<file path="config.mk">
export PLATFORM = sky130hd
export DESIGN_NAME = wb_mport_arbiter
export DESIGN_NICKNAME = d
export VERILOG_FILES = /design/src/rtl/wb_mport_arbiter.sv
export SDC_FILE = /design/constraint.sdc
export NUM_CORES = 1
export LEC_CHECK = 0
export BUFFER_PORTS_ARGS = -buffer_cell sky130_fd_sc_hd__clkbuf_2
export CORE_AREA = 2 2 165 167
export CTS_CLUSTER_DIAMETER = 80
export DETAILED_ROUTE_END_ITERATION = 10
export DIE_AREA = 0 0 167 169
export GPL_TIMING_DRIVEN = 0
export SYNTH_ARGS = -nofsm -noshare
export SYNTH_HDL_FRONTEND = slang
export SYNTH_SLANG_ARGS = --single-unit
</file>
<file path="constraint.sdc">
create_clock -name wb_clk -period 7.6 [get_ports wb_clk]
set_input_delay 0.76 -clock wb_clk [delete_from_list [all_inputs] [get_ports wb_clk]]
set_output_delay 0.76 -clock wb_clk [all_outputs]
set_load 0.02 [all_outputs]
</file>
<file path="src/rtl/wb_mport_arbiter.sv">
// wb_mport_arbiter: N-port access arbiter in front of the SDRAM controller core.
// Multiplexes per-port Wishbone-side requests onto one internal access channel
// using round-robin or fixed priority, with a per-grant ack quota that forces
// re-arbitration when another port is waiting.
// Optional feature: define WB_MPORT_ARB_SNOOP_EN to build the write-snoop
// broadcast (snp_*); otherwise the snoop outputs are tied to zero.
module wb_mport_arbiter #(
  parameter int PORTS    = 3,
  parameter int AW       = 32,
  parameter int DW       = 32,
  parameter int ARB_MODE = 0,
  parameter int QUOTA    = 4
) (
  input  logic                      wb_clk,
  input  logic                      wb_rst_n,
  // port side
  input  logic [PORTS-1:0]          p_acc_i,
  input  logic [PORTS*AW-1:0]       p_adr_i,
  input  logic [PORTS*DW-1:0]       p_dat_i,
  input  logic [PORTS*(DW/8)-1:0]   p_sel_i,
  input  logic [PORTS-1:0]          p_we_i,
  output logic [PORTS-1:0]          p_ack_o,
  output logic [DW-1:0]             p_dat_o,
  output logic [PORTS-1:0]          gnt_o,
  // controller side
  input  logic                      idle_i,
  output logic                      acc_o,
  output logic [AW-1:0]             adr_o,
  output logic [DW-1:0]             dat_o,
  output logic [(DW/8)-1:0]         sel_o,
  output logic                      we_o,
  input  logic                      ack_i,
  input  logic [DW-1:0]             dat_i,
  // write snoop broadcast
  output logic [PORTS-1:0]          snp_vld_o,
  output logic [AW-1:0]             snp_adr_o,
  output logic [DW-1:0]             snp_dat_o,
  output logic [(DW/8)-1:0]         snp_sel_o
);

  localparam int SW = DW / 8;
  localparam int PW = (PORTS > 1) ? $clog2(PORTS) : 1;
  localparam int QW = (QUOTA > 0) ? $clog2(QUOTA + 1) : 1;
  localparam logic [QW-1:0] QMAX = QW'(QUOTA);

  typedef enum logic [1:0] {
    IDLE   = 2'd0,
    BUSY   = 2'd1,
    SWITCH = 2'd2
  } state_t;

  state_t          state_q, state_d;
  logic [PORTS-1:0] gnt_q, gnt_d;
  logic [QW-1:0]   cnt_q, cnt_d, cnt_inc;
  logic [PW-1:0]   ptr_q, ptr_d;
  logic [PW-1:0]   gnt_idx, arb_ptr, sel_idx;
  logic [PW:0]     scan;
  logic [PORTS-1:0] win;
  logic            req_g, others_req, ack_fire, quota_hit;

  assign gnt_o      = gnt_q;
  assign p_dat_o    = dat_i;
  assign req_g      = |(p_acc_i & gnt_q);
  assign others_req = |(p_acc_i & ~gnt_q);
  assign ack_fire   = ack_i & acc_o;
  assign cnt_inc    = (ack_fire && (cnt_q != QMAX)) ? cnt_q + 1'b1 : cnt_q;
  assign quota_hit  = (QUOTA != 0) && (cnt_inc == QMAX) && others_req;

  // In SWITCH the pointer moves to the old grant in the same cycle it re-arbitrates.
  assign arb_ptr = (state_q == SWITCH) ? gnt_idx : ptr_q;

  // Encode the one-hot grant into an index for the round-robin pointer.
  always_comb begin
    gnt_idx = '0;
    for (int i = 0; i < PORTS; i++)
      if (gnt_q[i]) gnt_idx = PW'(i);
  end

  // Winner select: scan from lowest to highest priority so the last hit wins.
  always_comb begin
    // NOTE: every combinational output gets a default first so no latch is inferred.
    win     = '0;
    scan    = '0;
    sel_idx = '0;
    if (ARB_MODE == 1) begin
      for (int i = PORTS - 1; i >= 0; i--)
        if (p_acc_i[i]) begin
          win    = '0;
          win[i] = 1'b1;
        end
    end else begin
      for (int k = PORTS; k >= 1; k--) begin
        scan = {1'b0, arb_ptr} + (PW + 1)'(k);
        if (scan >= (PW + 1)'(PORTS)) scan = scan - (PW + 1)'(PORTS);
        sel_idx = scan[PW-1:0];
        if (p_acc_i[sel_idx]) begin
          win          = '0;
          win[sel_idx] = 1'b1;
        end
      end
    end
  end

  // State register: FSM state, grant, quota counter and round-robin pointer.
  always_ff @(posedge wb_clk) begin
    // NOTE: sequential state uses non-blocking assignments so all registers update together.
    if (!wb_rst_n) begin
      state_q <= IDLE;
      gnt_q   <= '0;
      cnt_q   <= '0;
      ptr_q   <= PW'(PORTS - 1);
    end else begin
      state_q <= state_d;
      gnt_q   <= gnt_d;
      cnt_q   <= cnt_d;
      ptr_q   <= ptr_d;
    end
  end

  // Next-state logic: grant on request, hold during back-to-back, switch on drop or quota.
  always_comb begin
    state_d = state_q;
    gnt_d   = gnt_q;
    cnt_d   = cnt_q;
    ptr_d   = ptr_q;
    unique case (state_q)
      IDLE: begin
        if ((|p_acc_i) && idle_i) begin
          gnt_d   = win;
          cnt_d   = '0;
          state_d = BUSY;
        end
      end
      BUSY: begin
        cnt_d = cnt_inc;
        if (!req_g || quota_hit) state_d = SWITCH;
      end
      SWITCH: begin
        if (idle_i) begin
          ptr_d = gnt_idx;
          if (|p_acc_i) begin
            gnt_d   = win;
            cnt_d   = '0;
            state_d = BUSY;
          end else begin
            gnt_d   = '0;
            state_d = IDLE;
          end
        end
      end
      default: state_d = IDLE;
    endcase
  end

  // Output logic: request/ack routing and the granted-port datapath mux.
  always_comb begin
    // A reset cycle masks the request so a coincident controller ack is discarded.
    acc_o   = wb_rst_n & req_g & (state_q == BUSY);
    p_ack_o = (ack_i && acc_o) ? gnt_q : '0;
    adr_o   = '0;
    dat_o   = '0;
    sel_o   = '0;
    we_o    = 1'b0;
    for (int i = 0; i < PORTS; i++) begin
      if (gnt_q[i]) begin
        adr_o = adr_o | p_adr_i[i*AW +: AW];
        dat_o = dat_o | p_dat_i[i*DW +: DW];
        sel_o = sel_o | p_sel_i[i*SW +: SW];
        we_o  = we_o  | p_we_i[i];
      end
    end
  end

`ifdef WB_MPORT_ARB_SNOOP_EN
  logic [PORTS-1:0] snp_vld_q;
  logic [AW-1:0]    snp_adr_q;
  logic [DW-1:0]    snp_dat_q;
  logic [SW-1:0]    snp_sel_q;

  // Snoop strobe: one-cycle pulse to every non-granted port after an acked write.
  always_ff @(posedge wb_clk) begin
    if (!wb_rst_n) snp_vld_q <= '0;
    else           snp_vld_q <= (ack_fire && we_o) ? ~gnt_q : '0;
  end

  // Snoop payload: capture the acked write.
  always_ff @(posedge wb_clk) begin
    // NOTE: payload registers are not reset; they are only meaningful while snp_vld_q is set.
    if (ack_fire && we_o) begin
      snp_adr_q <= adr_o;
      snp_dat_q <= dat_o;
      snp_sel_q <= sel_o;
    end
  end

  assign snp_vld_o = snp_vld_q;
  assign snp_adr_o = snp_adr_q;
  assign snp_dat_o = snp_dat_q;
  assign snp_sel_o = snp_sel_q;
`else
  assign snp_vld_o = '0;
  assign snp_adr_o = '0;
  assign snp_dat_o = '0;
  assign snp_sel_o = '0;
`endif

endmodule
</file>
==> summary.md, run 1 <==
| Metric | Value |
|---|---|
| Initial Utilization | `10.28%` |
| Clock transition at path regs | `50 ps` |
| Post-synth EDFFs | `0` |
| Relative slew slack | `24.76%` |
| Synth-to-layout area growth | `87.46%` |
| Post-Synth XOR/XNOR Area | `0%` |
| Max frequency | `299.2 MHz` |
| Post-synthesis simple-gate area fraction | `8.452%` |
| Final nets | `1028` |
| Syn Std Cell Area | `2724 sq um` |
| Post-CTS Setup Bufs | `0` |
| Crit path to | `adr_o[21]` |
| Most frequent cells in the layout | `clkbuf_2, buf_4, inv_1, a222oi_1, conb_1` |
| CP required | `6840 ps` |
| Unrepaired setup endpoints after global routing | `false` |
| Synth top area share | `28.66%` |
| Max Clock Skew | `2.500 ps` |
| DP Cell Count | `1111` |
| Worst-Skew Late Latency | `240 ps` |
| Reg-to-reg slack, setup | `4600 ps` |
| Syn_area_per_cell | `7.149 sq um` |
| Starting DRT DRC Count | `403` |
| Layout cells sized above 1 | `56.20%` |
| Die area | `28220 sq um` |
| Final Max Tran Viols | `0` |
| Synth warn | `0` |
| Die Y | `169 um` |
| Largest cells by area after synthesis | `buf_4, a222oi_1, inv_1` |
| FILL cells | `3004` |
| Type of origin of the critical path | `flop` |
| Pwr dens | `106.4 nW/um^2` |
| Cells after Synth | `381` |
| Finished Layout Cells | `1118` |
| Initial antenna violation count | `3` |
| # port buffers | `319` |
| Post-synthesis mux area share | `1.883%` |
| I/O pin count | `425` |
| Final wirelength | `15700 um` |
| Hold Buf Count CTS | `0` |
| Main synth FF type | `dfxtp_1` |
| Min Tclk post-route | `3342 ps` |
| Final HPWL DP | `13760 um` |
| Clock tree buffer depth | `2` |
| Commonest non-fill, non-tap cell in the layout | `clkbuf_2` |
| # rows | `60` |
| CP max FO | `10` |
| Routed len/inst | `14.04 um` |
| Least-Margin Pin Slew | `1129 ps` |
| Path depth of the worst reg2reg path | `11` |
| Synth async-reset ratio | `0%` |
| Largest net degree at the start of global routing | `11` |
| GR Overflow Total | `0` |
| Reg-to-Reg End | `gnt_o[1]` |
| Static Leak | `0.003304 uW` |
| Count of final hold-check violations | `0` |
| First-pass GRT wire length | `20920 um` |
| Synth Area in Compound Gates | `34.82%` |
| Hold Startpoint | `ptr_q[0]` |
| WP data arrival | `2580 ps` |
| CTS tree | `done` |
| Core Region | `26500 sq um` |
| Critical path origin | `gnt_o[2]` |
| Sink Count | `10` |
| Yosys reg bits | `10` |
| H-tree levels | `1` |
| ANT nets after route | `0` |
| DRC | `0` |
| CP Capture Type | `output port` |
| Max-cap violation count | `0` |
| Biggest area consumer among synthesized cells | `buf_4` |
| Post-synthesis adder-cell area fraction | `3.215%` |
| Hold WC Path Type | `reg2reg` |
| RD Place Congestion | `0.7736` |
| CTS buffer count | `3` |
| VDD IR-drop max | `0.07352 mV` |
| Period utilization | `43.97%` |
| Tot GR Track Use | `9.506%` |
| Vias in the first global route | `3729` |
| Post-route setup TNS | `0 ps` |
| Setup violators final | `0` |
| Via count | `4184` |
| Main combinational cell family by area after synthesis | `buffers and inverters` |
| Netlist cell types | `43` |
| Die Wd | `167 um` |
| CTS resizes | `0` |
| Clk root buf | `clkbuf_16` |
| Worst flop-to-flop path startpoint | `gnt_o[1]` |
| Average via count per standard cell | `3.742` |
| Critical path class | `reg2out` |
| Seq/Total Area, Yosys | `7.350%` |
| DRT Pass-1 Iters | `8` |
| Status | `finished, final reports clean` |
-- through the flow --
| stage | hold slack [ps] | utilization, % | instance area, sq um | total power, uW | setup slack, ps |
|---|---|---|---|---|---|
| floorplan | 447.5 | - | 2987 | 292.6 | 4735 |
| global placement | 460.9 | 18.90 | 5010 | 435.2 | 4349 |
| detailed placement | 472.7 | 18.90 | 5010 | 435.7 | 4340 |
| CTS | 479.7 | 19.24 | 5099 | 543.0 | 4089 |
| global route | 514.5 | 19.24 | 5099 | 576.7 | 3967 |
| finish | 483.6 | 19.27 | 5106 | 543.1 | 4258 |
-- synthesized netlist by cell type (4+ instances only) --
cell and number:
nor4_1 4, a222oi_1 71, nand2_1 15, a21oi_1 4, buf_4 104, o21ai_0 7, clkbuf_1 23, ha_1 7
inv_1 80, mux2i_1 4, dfxtp_1 10, nor2_1 7
-- worst min-delay path by stage --
stage,end,slack (ps),depth (start not counted)
detailed placement,ptr_q[0],470,2
global placement,ptr_q[0],460,2
global route,ptr_q[0],510,2
CTS,ptr_q[0],480,2
floorplan,ptr_q[0],450,2
finish,ptr_q[0],480,2
-- cell type report --
cell class / instances / area [sq um] / area share (%)
Clock buffer: 4 / 88.84 / 1.740
Antenna cell: 3 / 7.507 / 0.1470
Buffer: 131 / 898.4 / 17.59
Tap cell: 341 / 426.7 / 8.356
Multi-Input combinational cell: 229 / 1584 / 31.02
Inverter: 81 / 304.0 / 5.954
Timing Repair Buffer: 319 / 1597 / 31.27
Sequential cell: 10 / 200.2 / 3.921
-- per-layer routing --
metal	wire, um	vias up	share of wire (%)	track usage (%)
met5	0	-	0	0
met4	267	0	1.7	1.912
met3	1733	12	11	2.268
met2	7891	301	50	17.14
met1	5803	1850	37	11.49
li1	-	2021	-	-
-- critical path: stages, from the launching register on --
cell and delay [ps]:
dfxtp_1 380, clkbuf_1 560, clkbuf_1 460, clkbuf_1 440, a222oi_1 220, inv_1 100
clkbuf_2 170
-- kinds of logic (layout without fill, tap and decap cells) --
logic type                 count (synthesis)  count (layout)
buffers and inverters                    212             535
AOI/OAI and AO/OA                        103             103
and+or+nand+nor                           43              43
DFF                                       10              10
adders and majority gates                  7               7
muxes                                      5               5
other                                      1              74
-- registers in the layout, summed over array words and instances (netlist names) --
| name | flops |
|---|---|
| cnt_q | 3 |
| gnt_o | 3 |
| ptr_q | 2 |
| state_q | 2 |
-- report_power, final --
part / switching [uW] / internal [uW] / total (uW) / leakage, uW
Clock: 27.9 / 79.5 / 107 / 0.0000442
Sequential: 2.52 / 54.9 / 57.4 / 0.0000813
Combinational: 225 / 153 / 378 / 0.00318
Power figures use the tool's default switching activity.
==> run 2: changes to the inputs <==
- ABC_AREA: default -> 1
- clock period: 7.6 -> 3.47 ns (I/O delays scaled with it)
==> run 2 against run 1 <==
Net effect: clock-buffer cell count is 1 lower; final cell count is 15% higher; flip-flop and latch count stayed put; worst hold slack worse by 100 ps; critical endpoint is now gnt_o[2]; utilization is 0.78 points higher; sequential share of layout area is 0.15 points lower; synthesized area is 8.0% higher; final area is 4.1% higher; via count is 6.4% higher; clock power is 84% higher; critical path type is now reg2reg; global-route usage is 1.1 points lower; wire length is 15% lower.
==> summary.md, run 2 <==
| Metric | Value |
|---|---|
| Pwr dens | `246.4 nW/um^2` |
| CTS tree | `done` |
| Met3 WL | `952 um` |
| Most frequent cell after synthesis | `nand2_1` |
| Post-synth EDFFs | `0` |
| Hold WC Path Type | `in2reg` |
| Final HPWL DP | `11950 um` |
| Die Wd | `167 um` |
| Min Tclk post-route | `2308 ps` |
| Final Max Tran Viols | `0` |
| RD Place Congestion | `0.7730` |
| DR top layer | `met4` |
| Seq/Total Area, Yosys | `6.803%` |
| Vias in the first global route | `4110` |
| Final wirelength | `13310 um` |
| Crit path max-delay cell type | `ha_1` |
| Largest cells by area after synthesis | `nand2_1, buf_4, nand3_1` |
| Critical Path Most Common Cell | `nand2_1` |
| CP Capture Type | `flop` |
| # port buffers | `321` |
| Synth top area share | `30.74%` |
| Via count | `4450` |
| Period utilization | `66.53%` |
| # rows | `60` |
| Biggest area consumer among synthesized cells | `nand2_1` |
| Average via count per standard cell | `3.468` |
| VDD IR-drop max | `0.1786 mV` |
| Synth-to-layout area growth | `80.57%` |
| Antenna cells | `0` |
| Main synth FF type | `dfxtp_1` |
| Type of origin of the critical path | `flop` |
| Die Y | `169 um` |
| Count of final hold-check violations | `0` |
| Sink Count | `10` |
| Synth async-reset ratio | `0%` |
| Met2 Routed Length | `7049 um` |
| Syn Std Cell Area | `2943 sq um` |
| Post-synth top cells | `nand2_1, buf_4, nand3_1` |
| Clock transition at path regs | `40 ps` |
| CP max FO | `10` |
| Final nets | `1197` |
| Max frequency | `433.2 MHz` |
| WP data arrival | `2420 ps` |
| CP peak stage delay | `330 ps` |
| Unrepaired setup endpoints after global routing | `false` |
| Wire length on met1 | `5060 um` |
| Relative slew slack | `63.61%` |
| FILL cells | `3074` |
| Starting DRT DRC Count | `123` |
| Cell chain of the critical path | `buf_4, inv_2, nand3_1, nand2_2, inv_2, ha_1, inv_1, nand2_1, o21ai_0, o21ai_1, o21a_1, nand2_1, nand2_1, a21oi_1` |
| Synth warn | `0` |
| Status | `finished, final reports clean` |
| CTS buffer count | `3` |
| Worst-Skew Late Latency | `230 ps` |
| Post-route setup TNS | `0 ps` |
| Largest net degree at the start of global routing | `11` |
| Clock tree buffer depth | `2` |
| Hold Buf Count CTS | `0` |
| Path depth of the worst reg2reg path | `14` |
| Netlist cell types | `32` |
| I/O pin count | `425` |
| Max-cap violation count | `0` |
| ANT nets after route | `0` |
| Most frequent cells in the layout | `clkbuf_2, nand2_1, buf_4, nand3_1, conb_1` |
| CTS resizes | `0` |
| Tot GR Track Use | `8.413%` |
| Commonest non-fill, non-tap cell in the layout | `clkbuf_2` |
| Post-CTS Setup Bufs | `0` |
| Die area | `28220 sq um` |
| Hold Crit Depth | `2` |
| Power after layout | `1310 uW` |
| Layout cells sized above 1 | `48.62%` |
| Cells after Synth | `548` |
| H-tree levels | `1` |
| Setup violators final | `0` |
| Least-Margin Pin Slew | `545.9 ps` |
| DRT Pass-1 Iters | `4` |
| Clk root buf | `clkbuf_16` |
| Core Region | `26500 sq um` |
| Syn_area_per_cell | `5.370 sq um` |
| Static Leak | `0.003251 uW` |
| DRC | `0` |
| GR Overflow Total | `0` |
| First-pass GRT wire length | `19610 um` |
| Max Clock Skew | `1.342 ps` |
| CP required | `3580 ps` |
| Critical path class | `reg2reg` |
| Initial Utilization | `11.10%` |
| Initial antenna violation count | `0` |
| Routed len/inst | `10.38 um` |
| Yosys reg bits | `10` |
==> run 2: cell type report <==
class / instances / area, sq um / area share, %
tap: 341 / 426.7 / 8.029
inverter: 34 / 127.6 / 2.402
clock buffer: 3 / 75.07 / 1.413
multi-input combinational: 446 / 2001 / 37.65
sequential: 10 / 200.2 / 3.767
buffer: 128 / 877.1 / 16.51
timing repair buffer: 321 / 1607 / 30.23
==> run 2: per-stage QoR <==
stage | cell area, sq um | setup slack [ps] | hold WS, ps | utilization [%] | instances
floorplan | 3206 | 1539 | 443.7 | - | 618
global placement | 5239 | 1139 | 458.0 | 19.77 | 1280
detailed placement | 5239 | 1146 | 465.3 | 19.77 | 1280
CTS | 5314 | 1118 | 384.3 | 20.05 | 1283
global route | 5314 | 925.7 | 413.8 | 20.05 | 1283
finish | 5314 | 1162 | 380.1 | 20.05 | 1283
==> run 2: cell families after synthesis <==
group	Yosys count	synth area share [%]
AO/OA/AOI/OAI	26	5.315
XOR/XNOR	2	0.5953
adder cells (fa/ha/maj)	7	2.976
buffers and inverters	162	34.14
flip-flops	10	6.803
other	1	0.1274
AND/OR/NAND/NOR	340	50.04
==> run 2: final timing paths <==
kind	from	to	slack, ps
max	gnt_o[2]	gnt_o[2]	1160
max reg2reg	gnt_o[2]	gnt_o[2]	1160
min reg2reg	ptr_q[0]	ptr_q[0]	480
min	wb_rst_n	ptr_q[1]	380
==> run 2: metal layers <==
metal	GRT usage, %	up-vias
li1	-	2324
met1	9.273	1869
met2	17.07	249
met3	0.9586	8
met4	1.762	0
met5	0	-
==> run 2: power by group <==
part	total (uW)	switching [uW]	internal (uW)
clock network	197	47.9	149
registers	128	5.45	122
logic	985	618	367
total	1310	672	638
==> run 2: worst max-delay path, delay by kind of cell, from the launching register on <==
family	cells	cell delay [ps]
compound gates	4	630
buf+inv	4	510
simple gates	5	410
fa+ha+maj	1	330
flops	1	310
==> run 3: changes to the inputs <==
- ABC_AREA: 1 -> 0
- clock period: 3.47 -> 2.1 ns (I/O delays scaled with it)
==> run 3 against run 2 <==
Net effect: clock skew grew 1.1 ps; flip-flop and latch count is the same; via count shrank 2.7%; clock-buffer cell count grew 1; sequential power grew 70%; fmax grew 11%; combinational power grew 48%; sequential share of layout area grew 0.18 points; critical path type unchanged; largest cell class unchanged; highest routed layer is now met5.
==> summary.md, run 3 (synthesized netlist as in run 1, its figures left out) <==
| Metric | Value |
|---|---|
| VDD IR-drop max | `0.3414 mV` |
| Hold Startpoint | `idle_i` |
| Routed len/inst | `14.20 um` |
| DRT Pass-1 Iters | `9` |
| Commonest non-fill, non-tap cell in the layout | `clkbuf_2` |
| Placed cell areas | `5015 sq um` |
| Clk root buf | `clkbuf_16` |
| Average via count per standard cell | `3.837` |
| Final wirelength | `16030 um` |
| Vias in the first global route | `3848` |
| Die area | `28220 sq um` |
| Final HPWL DP | `13760 um` |
| I/O pin count | `425` |
| Clk network pwr share | `18.7%` |
| CP Capture Type | `flop` |
| Status | `finished, final reports clean` |
| Initial Utilization | `10.28%` |
| Count of final hold-check violations | `0` |
| Critical path class | `reg2reg` |
| Worst flop-to-flop path startpoint | `state_q[1]` |
| # rows | `60` |
| Period utilization | `98.90%` |
| CP max FO | `6` |
| First-pass GRT wire length | `21670 um` |
| Met3 Usage GRT | `1.473%` |
| Unrepaired setup endpoints after global routing | `true` |
| Sequential power share | `10.5%` |
| Path depth of the worst reg2reg path | `9` |
| Initial antenna violation count | `2` |
| Pwr dens | `381.7 nW/um^2` |
| Most frequent cells in the layout | `clkbuf_2, buf_4, inv_1, a222oi_1, conb_1` |
| Final nets | `1041` |
| Starting DRT DRC Count | `389` |
| CP required | `2250 ps` |
| Static Leak | `0.003463 uW` |
| Min Tclk post-route | `2077 ps` |
| Sink Count | `10` |
| Hold Crit Depth | `3` |
| CTS tree | `done` |
| Switching portion of total power | `46.20%` |
| Final worst-path setup slack | `23.05 ps` |
| DP Cell Count | `1111` |
| Relative slew slack | `57.36%` |
| Hold WC Path Type | `in2reg` |
| Worst-Skew Late Latency | `240 ps` |
| H-tree levels | `1` |
| Synth-to-layout area growth | `98.85%` |
| Reg-to-reg slack, setup | `20 ps` |
| Clock tree buffer depth | `2` |
| ANT nets after route | `0` |
| Max Clock Skew | `2.424 ps` |
| Type of origin of the critical path | `flop` |
| P_int | `1112 uW` |
| Core Region | `26500 sq um` |
| Hold Path Sink | `ptr_q[0]` |
| DRC | `0` |
| Largest net degree at the start of global routing | `11` |
| Post-route setup TNS | `0 ps` |
| Layout cells sized above 1 | `61.37%` |
| Final Max Tran Viols | `0` |
| Met1 Use GR | `12.18%` |
| Post-route cell area | `5416 sq um` |
| Power after layout | `2068 uW` |
| GRT busiest layer | `met2` |
| CTS buffer count | `3` |
| Die Wd | `167 um` |
| P_sw | `955.3 uW` |
| # port buffers | `319` |
| Met2 Use GR | `17.57%` |
| GR Overflow Total | `0` |
| Least-Margin Pin Slew | `639.6 ps` |
| Finished Layout Cells | `1129` |
| Worst slack, placed | `-891.8 ps` |
| Max frequency | `481.5 MHz` |
| RD Place Congestion | `0.8009` |
| Comb pwr share | `70.8%` |
| Reg-to-Reg End | `gnt_o[1]` |
| Via count | `4332` |
| WP data arrival | `2230 ps` |
| Clock transition at path regs | `40 ps` |
| Die Y | `169 um` |
| Max-cap violation count | `0` |
| Tot GR Track Use | `9.732%` |
| Setup violators final | `0` |
==> run 3: cell types whose count changed in the layout (fill, tap and decap cells not counted), sizes merged, moves of 4 or more <==
cell,previous run,this run
buf,111,128
a222oi,0,71
nand2,247,15
mux2i,0,4
nor4,0,4
nand3,77,3
inv,34,80
==> run 3: layout make-up <==
type	instances	area, sq um
Timing Repair Buffer	335	1773
Fill cell	2967	21080
Sequential cell	10	214.0
Buffer	128	934.6
Inverter	81	307.8
Clock buffer	4	88.84
Multi-Input combinational cell	229	1669
Antenna cell	1	2.502
Tap cell	341	426.7
==> run 3: per-stage QoR <==
stage	utilization [%]	hold WS, ps
2_1_floorplan	-	298.9
3_3_place_gp	18.92	459.7
3_5_place_dp	18.92	473.7
4_1_cts	19.85	246.3
5_1_grt	20.44	257.3
6_report	20.44	251.7
==> run 3: how the worst max path moves through the flow <==
stage / start / to / slack, ps / depth (start not counted)
global route: state_q[1] / gnt_o[1] / -50 / 9
finish: state_q[1] / gnt_o[1] / 20 / 9
floorplan: gnt_o[0] / state_q[0] / -310 / 6
CTS: gnt_o[1] / gnt_o[1] / 3 / 10
detailed placement: gnt_o[2] / gnt_o[1] / -890 / 10
global placement: gnt_o[2] / gnt_o[1] / -880 / 10
==> run 3: worst max-delay path: stages, from the launching register on <==
cell	delay, ps
dfxtp_4	380
nor2b_4	170
mux2_4	350
inv_2	100
ha_4	220
mux2i_1	190
o21ai_2	110
a21oi_2	150
nand3_1	100
a41oi_1	220
==> run 3: layer usage <==
| metal | vias up | wire length, um |
|---|---|---|
| met2 | 287 | 8263 |
| met5 | - | 13 |
| met4 | 2 | 187 |
| li1 | 2052 | - |
| met3 | 12 | 1307 |
| met1 | 1979 | 6261 |
==> run 3: power by group through the flow <==
stage / sequential, uW / combinational, uW / clock [uW]
5_1_grt: 219 / 1560 / 402
2_1_floorplan: 212 / 847 / 0
3_5_place_dp: 211 / 1370 / 0
6_report: 218 / 1460 / 387
3_3_place_gp: 212 / 1360 / 0
4_1_cts: 211 / 1410 / 394
==> run 3: timing repair <==
action,4_1_cts,5_1_grt
pin swaps,7,12
setup endpoints to repair,78,26
setup buffers,9,7
hold buffers,0,0
gates resized for setup,32,36
